## config.mk

```make
export PLATFORM = sky130hd
export DESIGN_NAME = tff_bank
export DESIGN_NICKNAME = d
export VERILOG_FILES = /design/src/rtl/tff_bank.sv
export SDC_FILE = /design/constraint.sdc
export NUM_CORES = 1
export LEC_CHECK = 0
export BUFFER_PORTS_ARGS = -buffer_cell sky130_fd_sc_hd__clkbuf_2
export CAP_MARGIN = 25
export CORE_UTILIZATION = 35
export DETAILED_ROUTE_END_ITERATION = 8
export PLACE_DENSITY = 0.6
export SETUP_SLACK_MARGIN = 0.1
export SLEW_MARGIN = 10
export SYNTH_ARGS = -nofsm -noshare
export SYNTH_HDL_FRONTEND = slang
export SYNTH_SLANG_ARGS = --single-unit
export TNS_END_PERCENT = 1
```

## constraint.sdc

```tcl
create_clock -name clk -period 1.72 [get_ports clk]
set_input_delay 0.086 -clock clk [delete_from_list [all_inputs] [get_ports clk]]
set_output_delay 0.086 -clock clk [all_outputs]
set_load 0.01 [all_outputs]
```

## src/rtl/tff_bank.sv

```systemverilog
`default_nettype none
// ============================================================================
// Module   : tff_bank
// Brief    : Bank of WIDTH toggle flip-flops with load, enable, selectable
//            active edge and up/down cascade modes with a wrap pulse.
// Revision : 1.0 - initial release
// ============================================================================
module tff_bank #(
    parameter int WIDTH   = 4,
    parameter bit NEGEDGE = 1'b1
) (
    input  logic             clk,
    input  logic             rst,
    input  logic             en,
    input  logic [1:0]       mode,
    input  logic [WIDTH-1:0] t,
    input  logic             load,
    input  logic [WIDTH-1:0] load_val,
    output logic [WIDTH-1:0] q,
    output logic [WIDTH-1:0] toggled,
    output logic             tc
);

    localparam logic [1:0] c_MODE_IND  = 2'd0;
    localparam logic [1:0] c_MODE_UP   = 2'd1;
    localparam logic [1:0] c_MODE_DOWN = 2'd2;

    logic [WIDTH-1:0] r_q;
    logic [WIDTH-1:0] r_toggled;
    logic             r_tc;

    logic [WIDTH-1:0] w_te;
    logic [WIDTH-1:0] w_q_nxt;
    logic             w_wrap;
    logic [WIDTH-1:0] w_q_d;
    logic [WIDTH-1:0] w_tog_d;
    logic             w_tc_d;

    // Carry/borrow chains look only at the pre-edge q; t never breaks the chain.
    always_comb begin
        logic w_all1;
        logic w_all0;
        w_te   = '0;
        w_all1 = 1'b1;
        w_all0 = 1'b1;
        for (int i = 0; i < WIDTH; i++) begin
            case (mode)
                c_MODE_IND:  w_te[i] = t[i];
                c_MODE_UP:   w_te[i] = t[i] & w_all1;
                c_MODE_DOWN: w_te[i] = t[i] & w_all0;
                default:     w_te[i] = 1'b0;
            endcase
            w_all1 = w_all1 & r_q[i];
            w_all0 = w_all0 & ~r_q[i];
        end
    end

    assign w_q_nxt = r_q ^ w_te;

    always_comb begin
        w_wrap = 1'b0;
        if (mode == c_MODE_UP)
            w_wrap = (&r_q) & ~(|w_q_nxt);
        else if (mode == c_MODE_DOWN)
            w_wrap = ~(|r_q) & (&w_q_nxt);
    end

    always_comb begin
        w_q_d   = r_q;
        w_tog_d = '0;
        w_tc_d  = 1'b0;
        if (rst) begin
            w_q_d = '0;
        end else if (load) begin
            w_q_d = load_val;
        end else if (en) begin
            w_q_d   = w_q_nxt;
            w_tog_d = w_te;
            w_tc_d  = w_wrap;
        end
    end

    generate
        if (NEGEDGE) begin : g_negedge
            always_ff @(negedge clk) begin
                r_q       <= w_q_d;
                r_toggled <= w_tog_d;
                r_tc      <= w_tc_d;
            end
        end else begin : g_posedge
            always_ff @(posedge clk) begin
                r_q       <= w_q_d;
                r_toggled <= w_tog_d;
                r_tc      <= w_tc_d;
            end
        end
    endgenerate

    assign q       = r_q;
    assign toggled = r_toggled;
    assign tc      = r_tc;

endmodule
`default_nettype wire

```

Yosys cells after proc, flatten, opt, wreduce, memory -nomap -nowiden
Index checks and enable logic that the tools add are counted.

word-level totals
  register bits after elaboration = 9
  input port bits = 14
  output and inout bits = 9
  word-level logic and storage cells = 40

cells by class
  eq/ne operators = 2
  multiplexer cells = 8
  bitwise gates (word level) = 19
  reduce and logical (&&, ||, !) cells = 8

operators with widths
  cell                count
  $and 1x1->1         12
  $pmux 1 s3          3
  $mux 4              2
  $reduce_and 4->1    2
  $reduce_or 4->1     2
  $not 1->1           6
  $reduce_or 3->1     2
  $xor 4x4->4         1
  $mux 1              3
  $eq 2x1->1 const B  1
  $eq 2x2->1 const B  1
  $logic_not 2->1     1
  $reduce_bool 2->1   1

Depth between registers and ports, before layout
  depth in word-level cells = 10
  gate-level depth with buffers = 6
  mapped depth without buffers = 6

==> impl_results.md <==
* Result of the run: finished with violations
* Violations in the final reports: DRC, setup timing
* Dominant combinational cell family by area after synthesis: simple AND/OR/NAND/NOR gates
* Maximum number of pins on one net before global-route repair at 8
* End-of-flow core utilization at 67.4%
* Post-Route Setup TNS at -2.08 ns
* Yosys top cell area share at 30.0%
* Std-Cell Rows at 14
* # nets final at 134
* Violation count after the first detailed-route iteration at 7
* Transition at the pin with the smallest max-transition slack at 0.264 ns
* Post-DRT Antenna Nets at 0
* Arrival time reported for the critical path endpoint at 1.47 ns
* Critical Path Max Stage Delay at 0.48 ns
* Critical Path Sink Type: flop
* Via count at 680
* Data required, critical path at 1.10 ns
* Global placement routability congestion at 0.791
* Number of remaining DRC errors at 7
* Post-synthesis simple-gate area fraction at 31.3%
* XOR/XNOR Fraction of Synth Area at 4.38%
* Synth Area per Inst at 9.24 um^2
* Critical setup path kind: input pin to flop
* Worst hold slack across all endpoints at 0.630 ns
* Worst IR Drop VDD at 0.000394 V
* Die ar. at 0.00189 mm^2
* Number of enable flip-flop cells after synthesis at 0
* Fraction of layout cells with a size suffix above 1 at 57.4%
* Sinks on Clock Net at 9
* Synth Area in Compound Gates at 19.4%
* Power per Cell Area at 633 mW/mm^2
* CP max stage cell: sky130_fd_sc_hd__or4b_4
* Cell leakage power at 0.519 nW
* Cell taking the most area after synthesis: sky130_fd_sc_hd__dfxtp_1
* Setup crit start kind: input pin
* Tightest Hold Check Type: flop to flop
* Post-cts hold buffer count at 0
* Clock transition at the register clock pins on the worst setup and hold paths after CTS at 0.05 ns
* Fin Clk Skew at 0.0159 ns
* Number of max-slew violations in the final report at 0
* Antenna violations before repair at 0
* Most common library cells after synthesis: sky130_fd_sc_hd__dfxtp_1, sky130_fd_sc_hd__nor2_1, sky130_fd_sc_hd__inv_1
* Fraction of the mapped netlist area in adder cells at 8.33%
* Maximum level of the CTS H-tree at 1
* Synth Register Bits at 9
* Drt wl/cell at 13.3 um
* Async S/R FF share, synth at 0%
* Initial DRT Pass Iterations at 5
* Most frequently used flop master after synthesis: sky130_fd_sc_hd__dfxtp_1
* CP max FO at 4
* Cell Chain, Critical Path: clkbuf_16, inv_12, ha_4, or4b_4, o32ai_2, nand3b_1, nor4_2
* Worst-case setup slack after placement at -0.808 ns
* Setup slack of the critical path after layout at -0.365 ns
* Number of global-route vias before repair at 670
* Number of antenna repair diodes at 0
* Setup repair after global routing missed its margin: true
* Gr ovfl total at 0
* Area of the mapped netlist at 601 um^2
* Synth area leaders: sky130_fd_sc_hd__dfxtp_1, sky130_fd_sc_hd__ha_1, sky130_fd_sc_hd__and4b_1
* CTS tree: built
* Dominant cell by count in the synthesized netlist: sky130_fd_sc_hd__dfxtp_1
* Relative slew slack at 82.3%
* Synthesized Nets at 83
* Proportion of synthesized area in mux cells at 1.67%
* Post-synthesis to final-layout area growth at 75.0%
* Sequential element share of the synthesized area at 30.0%
* Wire length of the first global-routing pass at 2750 um
* Number of max-cap violations at 0
* Post-detailed-route via-to-cell ratio at 5.19
* Core Box Area at 0.00156 mm^2
* Yosys cell types at 33
* HPWL after detailed placement at 1220 um
* Overall routed net length at 1750 um
* Initial standard-cell utilization of the core at 38.5%
* Buffer depth of the longest clock path at 2
* Final count of hold timing violations at 0
* Post-Syn Instances at 65
* Number of warnings issued by yosys at 0
* Final setup violation count at 12
* Chip Height at 43.4 um
* Die Width at 43.4 um
* Skew-Pair Late Insertion Delay at 0.34 ns
* Overall track demand over capacity in global routing at 19.6%
* Root Driver: sky130_fd_sc_hd__clkbuf_4
* Ports placed on the boundary at 23
* Number of buffers added by the clock tree synthesis step at 3
* Buffers added on ports at 22
-- power breakdown --
group / internal (W) / leakage (nW) / total [W] / switching [W]
logic: 0.000101 / 0.376 / 0.000177 / 0.0000765
registers: 0.000219 / 0.0751 / 0.000232 / 0.0000132
clock network: 0.000112 / 0.0671 / 0.000257 / 0.000145
-- timing repair --
item | CTS | global route
cloned | 0 | 0
setup buffers | 1 | 0
endpoints found under the setup margin | 17 | 17
gates resized for setup | 18 | 16
pin swaps | 5 | 3
-- cell families after synthesis --
logic type               count (synthesis)
AND/OR/NAND/NOR                         28
adder cells (fa/ha/maj)                  4
XOR/XNOR                                 3
AO/OA/AOI/OAI                           14
flip-flops                               9
buffers and inverters                    6
multiplexers                             1
-- cell usage in the layout (no fill, tap or decap), drive strengths merged, types with 2 or more instances in the layout --
cell type / Yosys / layout
dfxtp: 9 / 9
nand3b: 3 / 3
o21ai: 4 / 4
nor2: 7 / 7
nand2: 3 / 3
a21oi: 3 / 3
inv: 5 / 14
and4b: 3 / 3
xor2: 2 / 2
buf: 1 / 25
or3b: 2 / 2
a21boi: 2 / 2
clkbuf: 0 / 17
ha: 4 / 4
-- registers in the layout (all words and copies together) (netlist names) --
| register | count |
|---|---|
| q | 4 |
| toggled | 4 |
| tc | 1 |
-- per-stage QoR --
step | power (W) | instance area (um^2) | std cells
finish | 0.000666 | 1050 | 131
CTS | 0.000651 | 1010 | 131
global route | 0.000703 | 1050 | 131
detailed placement | 0.000411 | 865 | 118
global placement | 0.000408 | 865 | 118
floorplan | 0.000341 | 626 | 65
-- worst max-delay path, delay by kind of cell --
family                   cells  cell delay (ns)
buffers and inverters        2             0.19
AO/OA/AOI/OAI                1             0.22
AND/OR/NAND/NOR              3             0.84
adder cells (fa/ha/maj)      1             0.12
-- metal layers --
layer	vias up	GRT usage (%)	wire length (um)	part of all wire (%)
met4	0	8.75	23	1.3
met1	320	23.0	716	41
met2	17	34.2	954	55
met5	-	0	0	0
met3	4	4.17	51	2.9
li1	339	-	-	-
-- worst paths after layout --
kind | start | to | slack (ns) | cells after the start
min | q[3] | q[3] | 0.63 | 2
max | mode[0] | tc | -0.37 | 7
min reg2reg | q[3] | q[3] | 0.63 | 2
max reg2reg | q[1] | tc | 0.13 | 4
-- final cells by class --
cell class | instances | area, um^2
Fill cell | 146 | 508
Timing Repair Buffer | 39 | 280
Clock inverter | 10 | 37.5
Clock buffer | 3 | 22.5
Inverter | 4 | 27.5
Multi-Input combinational cell | 50 | 474
Tap cell | 16 | 20.0
Sequential cell | 9 | 189
No activity file was read; power rests on OpenSTA's default activity.
